**src/rtl/serial_add_scheduler.sv**
```systemverilog
// Two-requester round-robin scheduler in front of a bit-serial N-bit adder.
// One addition at a time: LOAD (grant) -> N SHIFT cycles -> DONE (result pulse).
module serial_add_scheduler #(
    parameter int N = 8
) (
    input  logic         Clock,
    input  logic         Reset,
    input  logic         Req0,
    input  logic [N-1:0] A0,
    input  logic [N-1:0] B0,
    input  logic         Req1,
    input  logic [N-1:0] A1,
    input  logic [N-1:0] B1,
    output logic         Grant0,
    output logic         Grant1,
    output logic         Busy,
    output logic         Done,
    output logic         DoneId,
    output logic [N-1:0] Sum,
    output logic         Cout
);

    localparam int CNT_W = $clog2(N + 1);

    localparam logic [1:0] S_IDLE  = 2'd0;
    localparam logic [1:0] S_LOAD  = 2'd1;
    localparam logic [1:0] S_SHIFT = 2'd2;
    localparam logic [1:0] S_DONE  = 2'd3;

    logic [1:0]       r_state;
    logic [N-1:0]     r_a;
    logic [N-1:0]     r_b;
    logic [N-1:0]     r_res;
    logic             r_carry;
    logic [CNT_W-1:0] r_cnt;
    logic             r_winner;
    logic             r_last;
    logic             r_grant0;
    logic             r_grant1;
    logic             r_done;
    logic             r_done_id;
    logic [N-1:0]     r_sum;
    logic             r_cout;

    logic             w_any_req;
    logic             w_pick;
    logic             w_sum_bit;
    logic             w_carry_nxt;
    logic [N-1:0]     w_res_nxt;
    logic             w_last_bit;

    function automatic logic f_sum_bit(input logic a, input logic b, input logic c);
        return a ^ b ^ c;
    endfunction

    function automatic logic f_majority(input logic a, input logic b, input logic c);
        return (a & b) | (a & c) | (b & c);
    endfunction

    // r_last names the requester served most recently; on a tie the other one wins.
    always_comb begin
        w_any_req = Req0 | Req1;
        w_pick    = 1'b0;
        if (Req0 && Req1) begin
            w_pick = ~r_last;
        end else if (Req1) begin
            w_pick = 1'b1;
        end
    end

    always_comb begin
        w_sum_bit   = f_sum_bit(r_a[0], r_b[0], r_carry);
        w_carry_nxt = f_majority(r_a[0], r_b[0], r_carry);
        w_res_nxt   = {w_sum_bit, r_res[N-1:1]};
        w_last_bit  = (r_cnt <= CNT_W'(1));
    end

    always_ff @(posedge Clock) begin
        if (!Reset) begin
            r_state   <= S_IDLE;
            r_carry   <= 1'b0;
            r_cnt     <= '0;
            r_winner  <= 1'b0;
            r_last    <= 1'b1;
            r_grant0  <= 1'b0;
            r_grant1  <= 1'b0;
            r_done    <= 1'b0;
            r_done_id <= 1'b0;
            r_sum     <= '0;
            r_cout    <= 1'b0;
        end else begin
            r_grant0 <= 1'b0;
            r_grant1 <= 1'b0;
            r_done   <= 1'b0;
            case (r_state)
                S_IDLE: begin
                    if (w_any_req) begin
                        r_winner <= w_pick;
                        r_last   <= w_pick;
                        r_a      <= w_pick ? A1 : A0;
                        r_b      <= w_pick ? B1 : B0;
                        r_grant0 <= ~w_pick;
                        r_grant1 <= w_pick;
                        r_state  <= S_LOAD;
                    end
                end
                S_LOAD: begin
                    r_cnt   <= CNT_W'(N);
                    r_carry <= 1'b0;
                    r_state <= S_SHIFT;
                end
                S_SHIFT: begin
                    // Sum bits enter at the MSB, so after N shifts bit 0 sits at the LSB.
                    r_a     <= r_a >> 1;
                    r_b     <= r_b >> 1;
                    r_res   <= w_res_nxt;
                    r_carry <= w_carry_nxt;
                    r_cnt   <= r_cnt - CNT_W'(1);
                    if (w_last_bit) begin
                        r_sum     <= w_res_nxt;
                        r_cout    <= w_carry_nxt;
                        r_done_id <= r_winner;
                        r_done    <= 1'b1;
                        r_state   <= S_DONE;
                    end
                end
                S_DONE: begin
                    r_state <= S_IDLE;
                end
                default: begin
                    r_state <= S_IDLE;
                end
            endcase
        end
    end

    assign Grant0 = r_grant0;
    assign Grant1 = r_grant1;
    assign Busy   = (r_state != S_IDLE);
    assign Done   = r_done;
    assign DoneId = r_done_id;
    assign Sum    = r_sum;
    assign Cout   = r_cout;

endmodule

```
**config.mk**
```make
export PLATFORM = sky130hd
export DESIGN_NAME = serial_add_scheduler
export DESIGN_NICKNAME = d
export VERILOG_FILES = /design/src/rtl/serial_add_scheduler.sv
export SDC_FILE = /design/constraint.sdc
export NUM_CORES = 1
export LEC_CHECK = 0
export ABC_CLOCK_PERIOD_IN_PS = 2600
export BUFFER_PORTS_ARGS = -buffer_cell sky130_fd_sc_hd__buf_2
export CORE_ASPECT_RATIO = 0.5
export CORE_MARGIN = 2
export CORE_UTILIZATION = 45
export DETAILED_ROUTE_END_ITERATION = 7
export PLACE_DENSITY_LB_ADDON = 0.3
export SYNTH_ARGS = -nofsm -noshare
export SYNTH_HDL_FRONTEND = slang
export SYNTH_SLANG_ARGS = --single-unit
```
**constraint.sdc**
```tcl
create_clock -name Clock -period 2.6 [get_ports Clock]
set_input_delay 0.39 -clock Clock [delete_from_list [all_inputs] [get_ports Clock]]
set_output_delay 0.39 -clock Clock [all_outputs]
set_load 0.03 [all_outputs]
```
=== Yosys cells after proc, flatten, opt, wreduce, memory -nomap -nowiden ===
Index checks and enable logic that the tools add are counted.

* Add/sub/neg operators: 1
* Order comparisons: 1
* Equal/unequal tests: 5
* Multiplexer cells: 14
* Bitwise logic cells: 10
* Reduce and logical (&&, ||, !) cells: 11

{| class="wikitable"
|+ Operators with widths
! kind !! count
|-
| 8-bit two-way mux || 4
|-
| 8-bit one-hot mux with 2 select lines || 2
|-
| 2-bit one-hot mux with 4 select lines || 1
|-
| 4-bit one-hot mux with 2 select lines || 1
|-
| 2-bit AND reduction || 4
|-
| 3-bit AND reduction || 2
|-
| 2-bit nonzero test || 3
|-
| 2-bit equality test, second input constant || 2
|-
| 4-bit by 1-bit less-or-equal comparator with 1-bit output, second input constant || 1
|-
| 2-bit two-way mux || 2
|-
| 2-bit inequality test, second input constant || 2
|-
| 4-bit by 1-bit subtractor with 4-bit output, second input constant || 1
|-
| 1-bit bitwise AND || 3
|-
| 1-bit two-way mux || 3
|-
| 1-bit OR || 3
|-
| 2-bit by 1-bit equality test with 1-bit output, second input constant || 1
|-
| 2-bit zero test || 1
|-
| 1-bit NOT || 2
|-
| 1-bit one-hot mux with 2 select lines || 1
|-
| 1-bit bitwise XOR || 2
|-
| 1-bit logical AND || 1
|}

* Bits in registers: 46

=== Depth between registers and ports, before layout ===
* Word-level depth: 5
* Mapped depth: 7
* Gate-level depth less buffers: 6

=== Worst setup path after synthesis ===
Ideal clock, no wire load.

* Path type: reg2reg
* Start: register r_state[0]
* End: register r_a[0], enable pin
* Library setup time: 388 ps
* Data arrival time: 1666 ps
* Data required time: 2212 ps
* Slack: 546 ps
* Cell stages (with the launch flop): 6
* Period minus slack after synthesis: 2054 ps
* Path through: dfxtp_1 -> inv_1 -> ha_1 -> inv_1 -> nor3_1 -> nor2_1

* Word-level cells in the longest chain between the ends: 3

{| class="wikitable"
|+ Ends and longest elaborated chain
! item !! line !! source
|-
| start: declaration || 30 || <nowiki>logic [1:0] r_state;</nowiki>
|-
| start signal: assignment || 80 || <nowiki>r_state <= S_IDLE;</nowiki>
|-
| start signal: assignment || 104 || <nowiki>r_state <= S_LOAD;</nowiki>
|-
| start signal: assignment || 110 || <nowiki>r_state <= S_SHIFT;</nowiki>
|-
| 2-bit equality test / 2-bit zero test (equally long branches) || 95 || <nowiki>case (r_state)</nowiki>
|-
| 2-bit nonzero test (no source line) / 2-bit inequality test (equally long branches) || n/a ||
|-
| 3-bit AND reduction (no source line) (*) || n/a ||
|-
| end signal: assignment || 100 || <nowiki>r_a <= w_pick ? A1 : A0;</nowiki>
|-
| end signal: assignment || 114 || <nowiki>r_a <= r_a >> 1;</nowiki>
|-
| end: declaration || 31 || <nowiki>logic [N-1:0] r_a;</nowiki>
|}

Mark *: on every way between the ends. The rest lies on a longest branch, timed or not.
A chain may end at the register's enable or synchronous reset.

=== Worst setup path in the final report ===
* Start: register r_state[0]
* End: register r_b[6], enable pin

* Word-level cells in the longest chain between the ends: 3

{| class="wikitable"
|+ Ends and longest elaborated chain
! item !! line !! source
|-
| 2-bit equality test / 2-bit zero test (equally long branches) || 95 ||
|-
| 2-bit nonzero test (no source line) / 2-bit inequality test (equally long branches) || n/a ||
|-
| 3-bit AND reduction (no source line) (*) || n/a ||
|-
| end signal: assignment || 101 || <nowiki>r_b <= w_pick ? B1 : B0;</nowiki>
|-
| end signal: assignment || 115 || <nowiki>r_b <= r_b >> 1;</nowiki>
|-
| end: declaration || 32 || <nowiki>logic [N-1:0] r_b;</nowiki>
|}

Marks and branches as above.

==> flow_metrics.env <==
export IMPL_max_freq_ghz=0.543
export IMPL_clockRootBuffer="clkbuf_8"
export IMPL_cp_end_kind="flip-flop"
export IMPL_postSynthCellCount=172
export IMPL_cap_violations=0
export IMPL_synth_ff_type="edfxtp_1"
export IMPL_post_cts_resized=0
export IMPL_clkLatencyLatePin_ps=290
export IMPL_grt_max_degree=34
export IMPL_fillers=358
export IMPL_timing_max_slew_rel_slack=0.604
export IMPL_rows=16
export IMPL_hp_class="in -> reg"
export IMPL_grt_remaining_overflow=0
export IMPL_yosys_top_cells_area="edfxtp_1, dfxtp_1, mux2i_1, nand2_1, nor2_1"
export IMPL_syn_num_nets=213
export IMPL_coreArea_um2=4020
export IMPL_vias=1371
export IMPL_setup_worst_path_start_class="flip-flop"
export IMPL_synthArstFlopShare=0
export IMPL_wl_per_cell_um=12.0
export IMPL_final_common_cell="buf_2"
export IMPL_dp_hpwl_um=2370
export IMPL_crit_fanout=33
export IMPL_die_width_um=97.1
export IMPL_initial_utilization=0.484
export IMPL_slew_violations=0
export IMPL_syn_area_um2=1950
export IMPL_gp_congestion=0.759
export IMPL_cp_required_ps=2600
export IMPL_drtIter0Drc=26
export IMPL_cts_buffer_depth=2
export IMPL_antenna_found_initial=0
export IMPL_ant_nets=0
export IMPL_grt_usage=0.151
export IMPL_postPlaceCellArea_um2=2240
export IMPL_fin_worst_skew_ps=2.87
export IMPL_antenna_cells=0
export IMPL_synth_edf_count=23
export IMPL_cts_buffers_inserted=5
export IMPL_timing_setup_tns_ps=0
export IMPL_clk_transition_reported_paths_ps=80
export IMPL_io_pins=50
export IMPL_arrival_ps=1840
export IMPL_rsz0062_at_grt="no"
export IMPL_max_vdd_ir_drop_mv=0.407
export IMPL_seq_area_frac_synth=0.581
export IMPL_worstMarginPinSlew_ps=591
export IMPL_outcome="complete, no violations"
export IMPL_cts_tree="done"
export IMPL_routed_wl_um=3360
export IMPL_synth_area_per_cell_um2=11.3
export IMPL_synth_top_area_frac=0.355
export IMPL_hold_viol=0
export IMPL_die_h_um=50.5
export IMPL_path_class="reg -> reg"
export IMPL_drt_pass1_iterations=4
export IMPL_h_tree_depth=2
export IMPL_setup_viol=0
export IMPL_post_drt_via_cell_ratio=4.90
export IMPL_p_leak_uw=0.00105
export IMPL_port_buffers=49
export IMPL_regArea_um2=1130
export IMPL_cts_sinks=45
export IMPL_final_min_clock_period_ps=1840
export IMPL_holdBufCountCts=0
export IMPL_finalCritPeriodShare=0.708
export IMPL_synth_cell_types=31
export IMPL_yosys_register_bits=45
export IMPL_drive_above_1_share=0.292
export IMPL_grt_pass1_vias=1345
export IMPL_synth_area_leader_cell="edfxtp_1"
export IMPL_layout_nets=266
export IMPL_post_cts_buffers=0
export IMPL_final_area_um2=2370
export IMPL_multiInputGateArea_um2=724
export IMPL_final_cell_mix="buf_2, mux2i_1, edfxtp_1"
export IMPL_power_density_nw_per_um2=985
export IMPL_syn2layout_area_growth_pct=21.6
export IMPL_drcViolationCount=0
export IMPL_synth_warning_count=0
export IMPL_p_total_uw=2330
export IMPL_grt_pass1_wl_um=5840
export IMPL_die_area_um2=4900
-- final timing paths --
check	startpoint	endpoint	slack, ps	depth (start not counted)
max	r_state[0]$_SDFFE_PN0P_	r_b[6]$_DFFE_PP_	760	6
min	Reset	r_last$_SDFFE_PN1P_	340	2
max reg2reg	r_state[0]$_SDFFE_PN0P_	r_b[6]$_DFFE_PP_	760	6
min reg2reg	r_res[2]$_DFFE_PP_	r_res[1]$_DFFE_PP_	460	0
-- area by class of cell --
| class | count | area share |
|---|---|---|
| clock inverters | 2 | 0.0148 |
| flip-flops and latches | 45 | 0.478 |
| clock buffers | 6 | 0.0396 |
| well taps | 54 | 0.0285 |
| inverters | 7 | 0.0111 |
| multi-input cells | 111 | 0.306 |
| repair buffers | 55 | 0.123 |
-- power by group --
part / internal [uW] / leakage, uW / switching (uW)
combinational: 280 / 0.000589 / 446
sequential: 958 / 0.000394 / 66.9
clock: 343 / 0.0000663 / 239
-- synth_stat cells (2+ instances only) --
cell,instances
clkbuf_1,5
nand2_1,20
o21ai_0,11
inv_1,6
edfxtp_1,23
nand3_1,2
mux2i_1,27
buf_6,2
ha_1,4
o211ai_1,2
o21ai_1,6
nor2_1,19
a21oi_1,4
dfxtp_1,22
nor3_1,3
-- per-stage QoR --
stage	hold WS [ps]	utilization	setup slack [ps]	instances
after floorplan	426	-	546	172
after global placement	433	0.557	790	272
after detailed placement	441	0.557	740	272
after CTS	339	0.589	746	280
after global routing	364	0.589	647	280
final	343	0.589	759	280
-- critical path, cell delays in order, from the launching register on --
cell and delay (ps):
dfxtp_1 320, inv_1 80, ha_1 290, buf_4 330
o21ai_0 150, nor2_1 110, buf_4 250
-- per-layer routing --
metal | GRT usage | up-vias | wire length (um)
met5 | 0 | - | 0
met4 | 0.0423 | 0 | 8
met3 | 0.0557 | 2 | 207
met2 | 0.263 | 39 | 1600
met1 | 0.181 | 629 | 1550
li1 | - | 701 | -
-- registers in the layout, indices dropped and copies added (netlist names) --
register / flops
Sum: 8
r_a: 8
r_b: 8
r_res: 7
r_cnt: 4
r_state: 2
Cout: 1
Done: 1
DoneId: 1
Grant0: 1
Grant1: 1
r_carry: 1
r_last: 1
r_winner: 1
-- logic make-up after synthesis --
family                     share of synthesized area
AOI/OAI and AO/OA                             0.0835
and+or+nand+nor                                0.108
adders and majority gates                     0.0360
buffers and inverters                         0.0475
muxes                                          0.145
DFF                                            0.581
(Power assumes the default switching activity.)
